`src/rtl/sram_queue_64x16.sv`:
```
// FIFO built on an external single-read/single-write SRAM macro, with a two-entry
// output buffer that hides the one-cycle macro read latency.
module sram_queue_64x16 #(
    parameter int DEPTH = 64,
    parameter int WIDTH = 16,
    localparam int AW = $clog2(DEPTH),
    localparam int CW = $clog2(DEPTH + 3)
) (
    input  logic             clock,
    input  logic             reset_n,
    input  logic             flush,

    input  logic             enq_valid,
    output logic             enq_ready,
    input  logic [WIDTH-1:0] enq_bits,

    output logic             deq_valid,
    input  logic             deq_ready,
    output logic [WIDTH-1:0] deq_bits,

    output logic [CW-1:0]    count,

    output logic             sram_r_en,
    output logic [AW-1:0]    sram_r_addr,
    input  logic [WIDTH-1:0] sram_r_data,

    output logic             sram_w_en,
    output logic [AW-1:0]    sram_w_addr,
    output logic [WIDTH-1:0] sram_w_data,
    output logic             sram_w_mask
);

    localparam logic [AW:0] SRAM_FULL = (AW+1)'(DEPTH);

    logic [AW-1:0]    wptr, wptr_nxt;
    logic [AW-1:0]    rptr, rptr_nxt;
    logic [AW:0]      sram_cnt, sram_cnt_nxt;
    logic [1:0]       obuf_cnt, obuf_cnt_nxt;
    logic [1:0]       obuf_left;
    logic             inflight;
    logic [WIDTH-1:0] obuf_q   [2];
    logic [WIDTH-1:0] obuf_nxt [2];

    logic enq_fire;
    logic deq_fire;
    logic rd_issue;
    logic capture;

    always_comb begin
        enq_ready = (sram_cnt < SRAM_FULL) && !flush;
        deq_valid = (obuf_cnt != 2'd0) && !flush;
        deq_bits  = obuf_q[0];

        enq_fire  = enq_valid && enq_ready;
        deq_fire  = deq_valid && deq_ready;
        capture   = inflight && !flush;

        // A read is allowed if the buffer slot it will land in is guaranteed free,
        // counting the pop happening this cycle; this keeps streaming bubble-free.
        obuf_left = obuf_cnt - {1'b0, deq_fire};
        rd_issue  = (sram_cnt != '0) && !flush
                    && ((obuf_left + {1'b0, inflight}) < 2'd2);

        wptr_nxt     = wptr + AW'(enq_fire);
        rptr_nxt     = rptr + AW'(rd_issue);
        sram_cnt_nxt = sram_cnt + (AW+1)'(enq_fire) - (AW+1)'(rd_issue);

        obuf_nxt[0] = obuf_q[0];
        obuf_nxt[1] = obuf_q[1];
        if (deq_fire) begin
            obuf_nxt[0] = obuf_q[1];
        end
        if (capture) begin
            obuf_nxt[obuf_left[0]] = sram_r_data;
        end
        obuf_cnt_nxt = obuf_left + {1'b0, capture};

        count = CW'(sram_cnt) + CW'(obuf_cnt) + CW'(inflight);
    end

    assign sram_w_en   = enq_fire;
    assign sram_w_addr = wptr;
    assign sram_w_data = enq_bits;
    assign sram_w_mask = 1'b1;

    assign sram_r_en   = rd_issue;
    assign sram_r_addr = rptr;

    always_ff @(posedge clock or negedge reset_n) begin
        if (!reset_n) begin
            wptr     <= '0;
            rptr     <= '0;
            sram_cnt <= '0;
            obuf_cnt <= '0;
            inflight <= 1'b0;
        end else if (flush) begin
            wptr     <= '0;
            rptr     <= '0;
            sram_cnt <= '0;
            obuf_cnt <= '0;
            inflight <= 1'b0;
        end else begin
            wptr     <= wptr_nxt;
            rptr     <= rptr_nxt;
            sram_cnt <= sram_cnt_nxt;
            obuf_cnt <= obuf_cnt_nxt;
            inflight <= rd_issue;
        end
    end

    // Buffer payload needs no reset: it is only visible when obuf_cnt says so.
    always_ff @(posedge clock) begin
        obuf_q[0] <= obuf_nxt[0];
        obuf_q[1] <= obuf_nxt[1];
    end

endmodule

```
`config.mk`:
```
export PLATFORM = sky130hd
export DESIGN_NAME = sram_queue_64x16
export DESIGN_NICKNAME = d
export VERILOG_FILES = /design/src/rtl/sram_queue_64x16.sv
export SDC_FILE = /design/constraint.sdc
export NUM_CORES = 1
export LEC_CHECK = 0
export ABC_AREA = 1
export CAP_MARGIN = 20
export CORE_MARGIN = 2
export CORE_UTILIZATION = 68
export DETAILED_ROUTE_END_ITERATION = 8
export DONT_BUFFER_PORTS = 1
export PLACE_DENSITY = 0.84
export SKIP_CTS_REPAIR_TIMING = 1
export SYNTH_ARGS = -nofsm -noshare
export SYNTH_HDL_FRONTEND = slang
export SYNTH_SLANG_ARGS = --single-unit
```
`constraint.sdc`:
```
create_clock -name clock -period 8.1 [get_ports clock]
set_clock_uncertainty 0.05 [all_clocks]
set_input_delay 2.43 -clock clock [delete_from_list [all_inputs] [get_ports clock]]
set_output_delay 2.43 -clock clock [all_outputs]
set_load 0.02 [all_outputs]
```
---- After elaboration in Yosys (flattened, before gate mapping) ----
Memories as Yosys holds them, arrays and structs flattened.
Cells that the tools add are included.
Widths: inputs -> output; s select.
word-level totals
  bits in latches ......................... 0
  memory bits (writable) .................. 32
  flip-flop bits (word level) ............. 22
  word-level logic and storage cells ...... 41
  memories ................................ 1
  memory bits (read-only) ................. 0
operators by class
  reductions and logical operators ........ 11
  bitwise gates (word level) .............. 1
  div/mod/pow operators ................... 0
  equal/unequal tests ..................... 0
  muxes and demuxes ....................... 10
  shift operators ......................... 0
  multiply operators ...................... 0
  order comparisons ....................... 4
  $add $sub $neg .......................... 9
memories
  memory  words  width  read ports  clocked after memory_dff  write ports  RTL line  RTL
  obuf_q  2      16     2           0                         2            41        logic [WIDTH-1:0] obuf_q [2];
operators with widths
  cell                number
  $bwmux 32           1
  $mux 16             2
  $mux 32             1
  $demux 16 s1        1
  $add 7x1->7         2
  $add 6x1->6         2
  $mux 6              2
  $logic_and 1x1->1   8
  $add 7x2->7         1
  $lt 7x7->1 const B  1
  $mux 7              1
  $reduce_bool 7->1   1
  $sub 7x1->7         1
  $add 2x1->2         2
  $ge 2x2->1 const B  1
  $lt 2x1->1 const B  1
  $lt 2x2->1 const B  1
  $mux 2              1
  $not 1->2           1
  $reduce_bool 2->1   1
  $sub 2x1->2         1
  $logic_not 1->1     1
  $mux 1              1

---- Longest topological paths before layout ----
Gate-level depths: netlist of the first run.
  depth in word-level cells ............... 11
  depth in mapped cells ................... 22
  depth with buffers taken out ............ 20

---- Least setup slack after synthesis of the first run ----
Ideal clock, no wire load.
  path kind ............................... input to output
  from .................................... input port flush
  to ...................................... output port sram_r_en
  stages on the path ...................... 9
  slack ................................... 1.807 ns
  arrival ................................. 3.813 ns
  data required time ...................... 5.620 ns
  buffers on the path ..................... 2
  cell sequence ........................... inv_2 -> nand3_4 -> buf_4 -> inv_1 -> ha_1 -> buf_2 -> nor2_1 -> o21ai_0 -> nor2_1
between the ends
  cells in the longest elaborated chain, start to end .. 7
  elaborated cells between the ends (all ways) .. 8
ends and longest elaborated chain
  element                RTL line  RTL
  from (decl)            11        input logic flush,
  $logic_not 1->1 (*)    51, 61
  $logic_and 1x1->1      51        deq_valid = (obuf_cnt != 2'd0) && !flush;
  $logic_and 1x1->1      55        deq_fire = deq_valid && deq_ready;
  $sub 2x1->2            60        obuf_left = obuf_cnt - {1'b0, deq_fire};
  $add 2x1->2            62        && ((obuf_left + {1'b0, inflight}) < 2'd2);
  $lt 2x2->1             62
  $logic_and 1x1->1 (*)  62
  to (decl)              23        output logic sram_r_en,
Mark *: on every way between the ends. The rest lies on a longest branch, timed or not.

---- Worst setup path in the final report of the first run ----
Ends and elaborated chain as after synthesis.

==> results of run 1 <==
cell usage after synthesis (2+ instances only):
master / number / share of area (%)
a21oi_1: 15 / 2.5
and2_1: 2 / 0.42
buf_2: 3 / 0.50
buf_4: 36 / 9.1
clkbuf_1: 2 / 0.25
dfrtp_1: 22 / 18
dfxtp_1: 16 / 11
edfxtp_1: 16 / 16
fa_1: 3 / 2.0
ha_1: 20 / 8.4
inv_1: 48 / 6.0
nand2_1: 54 / 6.8
nand3_1: 26 / 4.4
nor2_1: 46 / 5.8
o21ai_0: 7 / 1.2
o21ai_1: 16 / 2.7
xor2_1: 6 / 1.8
kinds of logic (layout without fill, tap and decap cells):
group,Yosys count,count (layout),share of synthesized area (%)
simple gates,133,133,19.16
buf+inv,91,57,16.35
flops,54,54,45.28
compound gates,39,39,6.625
fa+ha+maj,23,23,10.40
xor+xnor,7,7,2.055
other cells,1,1,0.1257
stage by stage:
step                hold slack [ns]  instances  util, %  setup slack [ns]  area, sq um
detailed placement           0.4380        358    63.93             1.196         2745
finish                       0.4578        366    65.85             1.204         2828
global placement             0.4284        358    63.93             1.216         2745
global route                 0.4744        366    65.85            0.9014         2828
CTS                          0.4610        366    65.85             1.187         2828
floorplan                    0.4234        348        -             1.807         2984
worst max-delay path, delay by kind of cell:
family / cells / cell delay (ns)
adder cells (fa/ha/maj): 1 / 0.56
AO/OA/AOI/OAI: 1 / 0.21
AND/OR/NAND/NOR: 3 / 0.89
buffers and inverters: 2 / 0.31
worst min path at each step:
stage / from / end / slack [ns] / depth (start not counted)
2_1_floorplan: flop / obuf_q[0][0] / 0.42 / 2
5_1_grt: flop / obuf_q[0][15] / 0.47 / 2
3_5_place_dp: flop / obuf_q[0][8] / 0.44 / 2
4_1_cts: flop / obuf_q[0][8] / 0.46 / 2
6_report: flop / obuf_q[0][8] / 0.46 / 2
3_3_place_gp: flop / obuf_q[0][13] / 0.43 / 2
per-layer routing:
metal	track usage (%)	up-vias	routed length (um)
met1	24.23	870	1873
li1	-	985	-
met2	35.74	62	2607
met3	7.792	8	350
met5	0	-	0
met4	8.120	0	98
cell type report:
cell class / instances / area, sq um / share of cell area, %
Tap cell: 52 / 65.06 / 2.301
Multi-Input combinational cell: 203 / 1145 / 40.49
Inverter: 49 / 183.9 / 6.504
Sequential cell: 54 / 1351 / 47.79
Clock inverter: 1 / 6.256 / 0.2212
Clock buffer: 7 / 76.32 / 2.699
power by group through the flow:
stage	clock network [mW]	registers, mW	logic (mW)
final	0.143	0.476	0.466
after detailed placement	0	0.484	0.468
after global placement	0	0.481	0.451
after CTS	0.149	0.477	0.471
after floorplan	0	0.412	0.525
after global routing	0.160	0.487	0.543
==> metrics.yaml, run 1 <==
status: "finished, final reports clean"
vias: 1925
rows: 24
total_leakage_power_nw: 1.413
synthCells: 348
period_needed_ns: 6.896
slew_headroom_pct: 39.43
synth_edf_count: 16
critPathLaunch: "flush"
final_cell_mix: "54 x nand2_1, 48 x inv_1, 46 x nor2_1"
cp.required_ns: 5.62
p_total_mw: 1.084
setup_viol: 0
io_buffers: 0
drive_gt1_share_pct: 3.185
grt_start_max_net_pins: 34
antenna_found_initial: 0
post_drt_wl_per_cell_um: 13.47
synth_area_per_cell_sq_um: 8.575
cp_common_cell: "nor2_1"
p_switching_mw: 0.5013
ys.flop_type: "dfrtp_1"
die_h_um: 70.25
dp_hpwl_um: 3628
grt_usage_pct: 21.11
final_common_cell: "nand2_1"
rsz0062_at_grt: "no"
start_kind: "primary input"
finalHoldViolCount: 0
swShare_pct: 46.23
yosysSeqAreaShare_pct: 45.28
antenna_cells: 0
gp_congestion: 0.7835
coreArea_sq_mm: 0.004294
slew_viol_final: 0
first_pass_iters: 4
critical_path_peak_fanout: 33
async_reset_ff_share_pct: 40.74
final_nets: 373
p_int_mw: 0.5831
critPathCapture: "sram_r_en"
io_pins: 93
numCtsBuffers: 5
synth_cell_type_count: 27
min_path_type: "reg -> reg"
cts_tree: "done"
rr_worst_depth: 20
syn_area_sq_mm: 0.002984
grt-ovfl-total: 0
arrival_ns: 4.42
first_iter_violations: 145
seq_power_share_pct: 43.9
end_kind: "primary output"
ff2ff_setup_slack_ns: 4.02
post-route-period-util_pct: 85.13
p_comb_share_pct: 43.0
ant_nets: 0
clk_latency_ns: 0.30
cap_violations: 0
cts_max_level: 2
clock-sinks: 54
area_growth_pct: -5.241
worstPathCellList: "inv_2 > nand3_4 > inv_1 > ha_1 > nor2_1 > a21o_1 > nor2_1"
tightest_slew_ns: 0.9066
final.fill_count: 360
drc: 0
power.share.clock_pct: 13.2
p_per_area_mw_per_mm2: 383.5
yosys_warnings: 0
die_width_um: 70.25
slowest_stage: "ha_1"
avgViaCountPerCell: 5.260
slowest_delay_ns: 0.56
regToRegStartpoint: "obuf_cnt[1]"
fmax_mhz: 145.0
crit_type: "in -> out"
clk_pin_slew_ns: 0.09
grt_pass1_wl_um: 8217
peakVddDrop_mv: 0.1834
die_area_sq_mm: 0.004934
clockBufferDepth: 2
ys_seq_elements: 54
syn_nets: 408
cts_root_buffer: "clkbuf_8"
setup_tns_ns: 0
grt_pass1_vias: 1854
rr_endpoint: "sram_cnt[4]"
drt_wl_total_um: 4929
start_util_pct: 69.49
Power figures use the tool's default switching activity.
==> run 2, diff against run 1 <==
--- a/config.mk
+++ b/config.mk
@@ -8,11 +8,12 @@
 export ABC_AREA = 1
 export CAP_MARGIN = 20
 export CORE_MARGIN = 2
-export CORE_UTILIZATION = 68
+export CORE_UTILIZATION = 57
 export DETAILED_ROUTE_END_ITERATION = 8
 export DONT_BUFFER_PORTS = 1
-export PLACE_DENSITY = 0.84
+export PLACE_DENSITY = 0.75
 export SKIP_CTS_REPAIR_TIMING = 1
+export SLEW_MARGIN = 20
 export SYNTH_ARGS = -nofsm -noshare
 export SYNTH_HDL_FRONTEND = slang
 export SYNTH_SLANG_ARGS = --single-unit
==> constraint.sdc (replaced) <==
create_clock -name clock -period 6.2 [get_ports clock]
set_clock_uncertainty 0.05 [all_clocks]
set_input_delay 1.86 -clock clock [delete_from_list [all_inputs] [get_ports clock]]
set_output_delay 1.86 -clock clock [all_outputs]
set_load 0.02 [all_outputs]
==> run 2 against run 1 <==
  * Combinational power grew 32%
  * Routed wire length rose by 3.8%
  * Core utilization shrank 9.5 points
  * Non-clock buffer count up 1
  * Flip-flop and latch count stayed put
  * Critical path type unchanged
  * Largest power group unchanged
==> metrics.yaml, run 2 (synthesized netlist as in run 1, its figures left out) <==
ff_latch_area_sq_mm: 0.001351  # unchanged
critical_path_peak_fanout: 33  # unchanged
p_switching_mw: 0.6719  # was 0.5013 mW
antenna_cells: 0  # unchanged
p_per_area_mw_per_mm2: 501.8  # was 383.5 mW/mm^2
rr_endpoint: "sram_cnt[4]"  # unchanged
cts_tree: "done"  # unchanged
die_width_um: 76.36  # was 70.25 um
final_common_cell: "nand2_1"  # unchanged
start_kind: "primary input"  # unchanged
avgViaCountPerCell: 5.112  # was 5.260
swShare_pct: 46.80  # was 46.23%
total_leakage_power_nw: 1.420  # was 1.413 nW
start_util_pct: 58.80  # was 69.49%
cts_root_buffer: "clkbuf_8"  # unchanged
grt_start_max_net_pins: 34  # unchanged
fin_ws_ns: 0.7707  # was 1.204 ns
grt_pass1_wl_um: 8776  # was 8217 um
worst_hold_path.endpoint: "obuf_q[0][3]"  # was obuf_q[0][8]
clock-sinks: 54  # unchanged
cap_violations: 0  # unchanged
grt-ovfl-total: 0  # unchanged
tightest_slew_ns: 0.9712  # was 0.9066 ns
final_area_sq_mm: 0.002861  # was 0.002828 sq mm
seq_power_share_pct: 43.3  # was 43.9%
status: "finished, final reports clean"  # unchanged
period_needed_ns: 5.429
p_int_mw: 0.7639  # was 0.5831 mW
setup_viol: 0  # unchanged
crit_type: "in -> out"  # unchanged
slew_headroom_pct: 35.11  # was 39.43%
end_kind: "primary output"  # unchanged
multi_input_area_sq_mm: 0.001145  # unchanged
first_pass_iters: 4  # unchanged
peakVddDrop_mv: 0.2751  # was 0.1834 mV
drive_gt1_share_pct: 3.810  # was 3.185%
coreArea_sq_mm: 0.005075  # was 0.004294 sq mm
die_area_sq_mm: 0.005830  # was 0.004934 sq mm
cts_max_level: 2  # unchanged
grt_pass1_vias: 1986  # was 1854
post-route-period-util_pct: 87.57
power.share.clock_pct: 13.9  # was 13.2%
drc: 0  # unchanged
final.fill_count: 487  # was 360
finalHoldViolCount: 0  # unchanged
io_buffers: 0  # unchanged
vias: 1968  # was 1925
post_drt_wl_per_cell_um: 13.29  # was 13.47 um
clk_pin_slew_ns: 0.10  # was 0.09 ns
grt_usage_pct: 18.94  # was 21.11%
gp_congestion: 0.7752  # was 0.7835
fmax_mhz: 184.2
hold_depth: 2  # unchanged
antenna_found_initial: 0  # unchanged
rr_worst_depth: 20  # unchanged
final_cell_mix: "54 x nand2_1, 48 x inv_1, 46 x nor2_1"  # unchanged
drt_wl_total_um: 5117  # was 4929 um
min_path_type: "reg -> reg"  # unchanged
rsz0062_at_grt: "no"  # unchanged
place_area_sq_mm: 0.002775  # was 0.002745 sq mm
final_nets: 374  # was 373
numCtsBuffers: 5  # unchanged
rows: 26  # was 24
clk_latency_ns: 0.32  # was 0.30 ns
ff2ff_setup_slack_ns: 2.53  # was 4.02 ns
p_comb_share_pct: 42.9  # was 43.0%
setup_tns_ns: 0  # unchanged
cp.required_ns: 4.29  # was 5.62 ns
p_total_mw: 1.436  # was 1.084 mW
ant_nets: 0  # unchanged
clockBufferDepth: 2  # unchanged
place_ws_ns: 0.7514  # was 1.196 ns
first_iter_violations: 132  # was 145
die_h_um: 76.36  # was 70.25 um
area_growth_pct: -4.109  # was -5.241%
regToRegStartpoint: "obuf_cnt[1]"  # unchanged
dp_hpwl_um: 3623  # was 3628 um
slew_viol_final: 0  # unchanged
io_pins: 93  # unchanged
fin_util_pct: 56.39  # was 65.85%
arrival_ns: 3.52  # was 4.42 ns
-- run 2: changes by cell type in the layout (fill, tap and decap cells not counted) --
cell / before / now
inv_4: 1 / 0
clkinv_2: 0 / 1
buf_4: 0 / 1
clkinv_4: 0 / 1
clkbuf_1: 2 / 1
-- run 2: layout make-up --
cell class | instances | area share [%]
multi-input cells | 203 | 40.01
repair buffers | 1 | 0.2624
flip-flops and latches | 54 | 47.22
well taps | 70 | 3.061
clock buffers | 6 | 2.536
clock inverters | 2 | 0.4810
inverters | 49 | 6.428
-- run 2: how the worst max path moves through the flow --
| stage | startpoint | end | depth (start not counted) |
|---|---|---|---|
| after floorplan | flush | sram_r_en | 9 |
| after global placement | flush | sram_r_en | 7 |
| after detailed placement | flush | sram_r_en | 7 |
| after CTS | flush | sram_r_en | 7 |
| after global routing | flush | sram_r_en | 7 |
| final | flush | sram_r_en | 7 |
-- run 2: per-layer routing --
metal  wire, um  GRT usage (%)  share of wire [%]
met2       2566          31.95                 50
met3        478          8.531                9.3
met1       1990          21.03                 39
met5          0              0                  0
met4         83          7.091                1.6
-- run 2: power by group through the flow --
| stage | Sequential [mW] | Combinational, mW | Clock, mW |
|---|---|---|---|
| finish | 0.621 | 0.616 | 0.199 |
| global route | 0.636 | 0.717 | 0.219 |
| CTS | 0.623 | 0.624 | 0.205 |
| detailed placement | 0.632 | 0.616 | 0 |
| global placement | 0.629 | 0.598 | 0 |
| floorplan | 0.538 | 0.686 | 0 |
-- run 2: per-stage QoR --
stage	hold slack, ns	std cells
after global placement	0.4290	377
after global routing	0.4811	385
after floorplan	0.4234	348
after detailed placement	0.4379	377
after CTS	0.4641	385
final	0.4617	385
-- run 2: worst max-delay path, stage by stage --
cell	delay [ns]
inv_2	0.19
nand3_4	0.34
inv_1	0.14
ha_1	0.24
nor2_1	0.14
o21ai_0	0.13
nor2_1	0.45
==> run 3, diff against run 2 <==
--- a/config.mk
+++ b/config.mk
@@ -11,6 +11,7 @@
 export CORE_UTILIZATION = 57
 export DETAILED_ROUTE_END_ITERATION = 8
 export DONT_BUFFER_PORTS = 1
+export GPL_ROUTABILITY_DRIVEN = 1
 export PLACE_DENSITY = 0.75
 export SKIP_CTS_REPAIR_TIMING = 1
 export SLEW_MARGIN = 20
==> results of run 3 <==
Same layout as run 2: the final DEF is identical, and so are final timing and power.
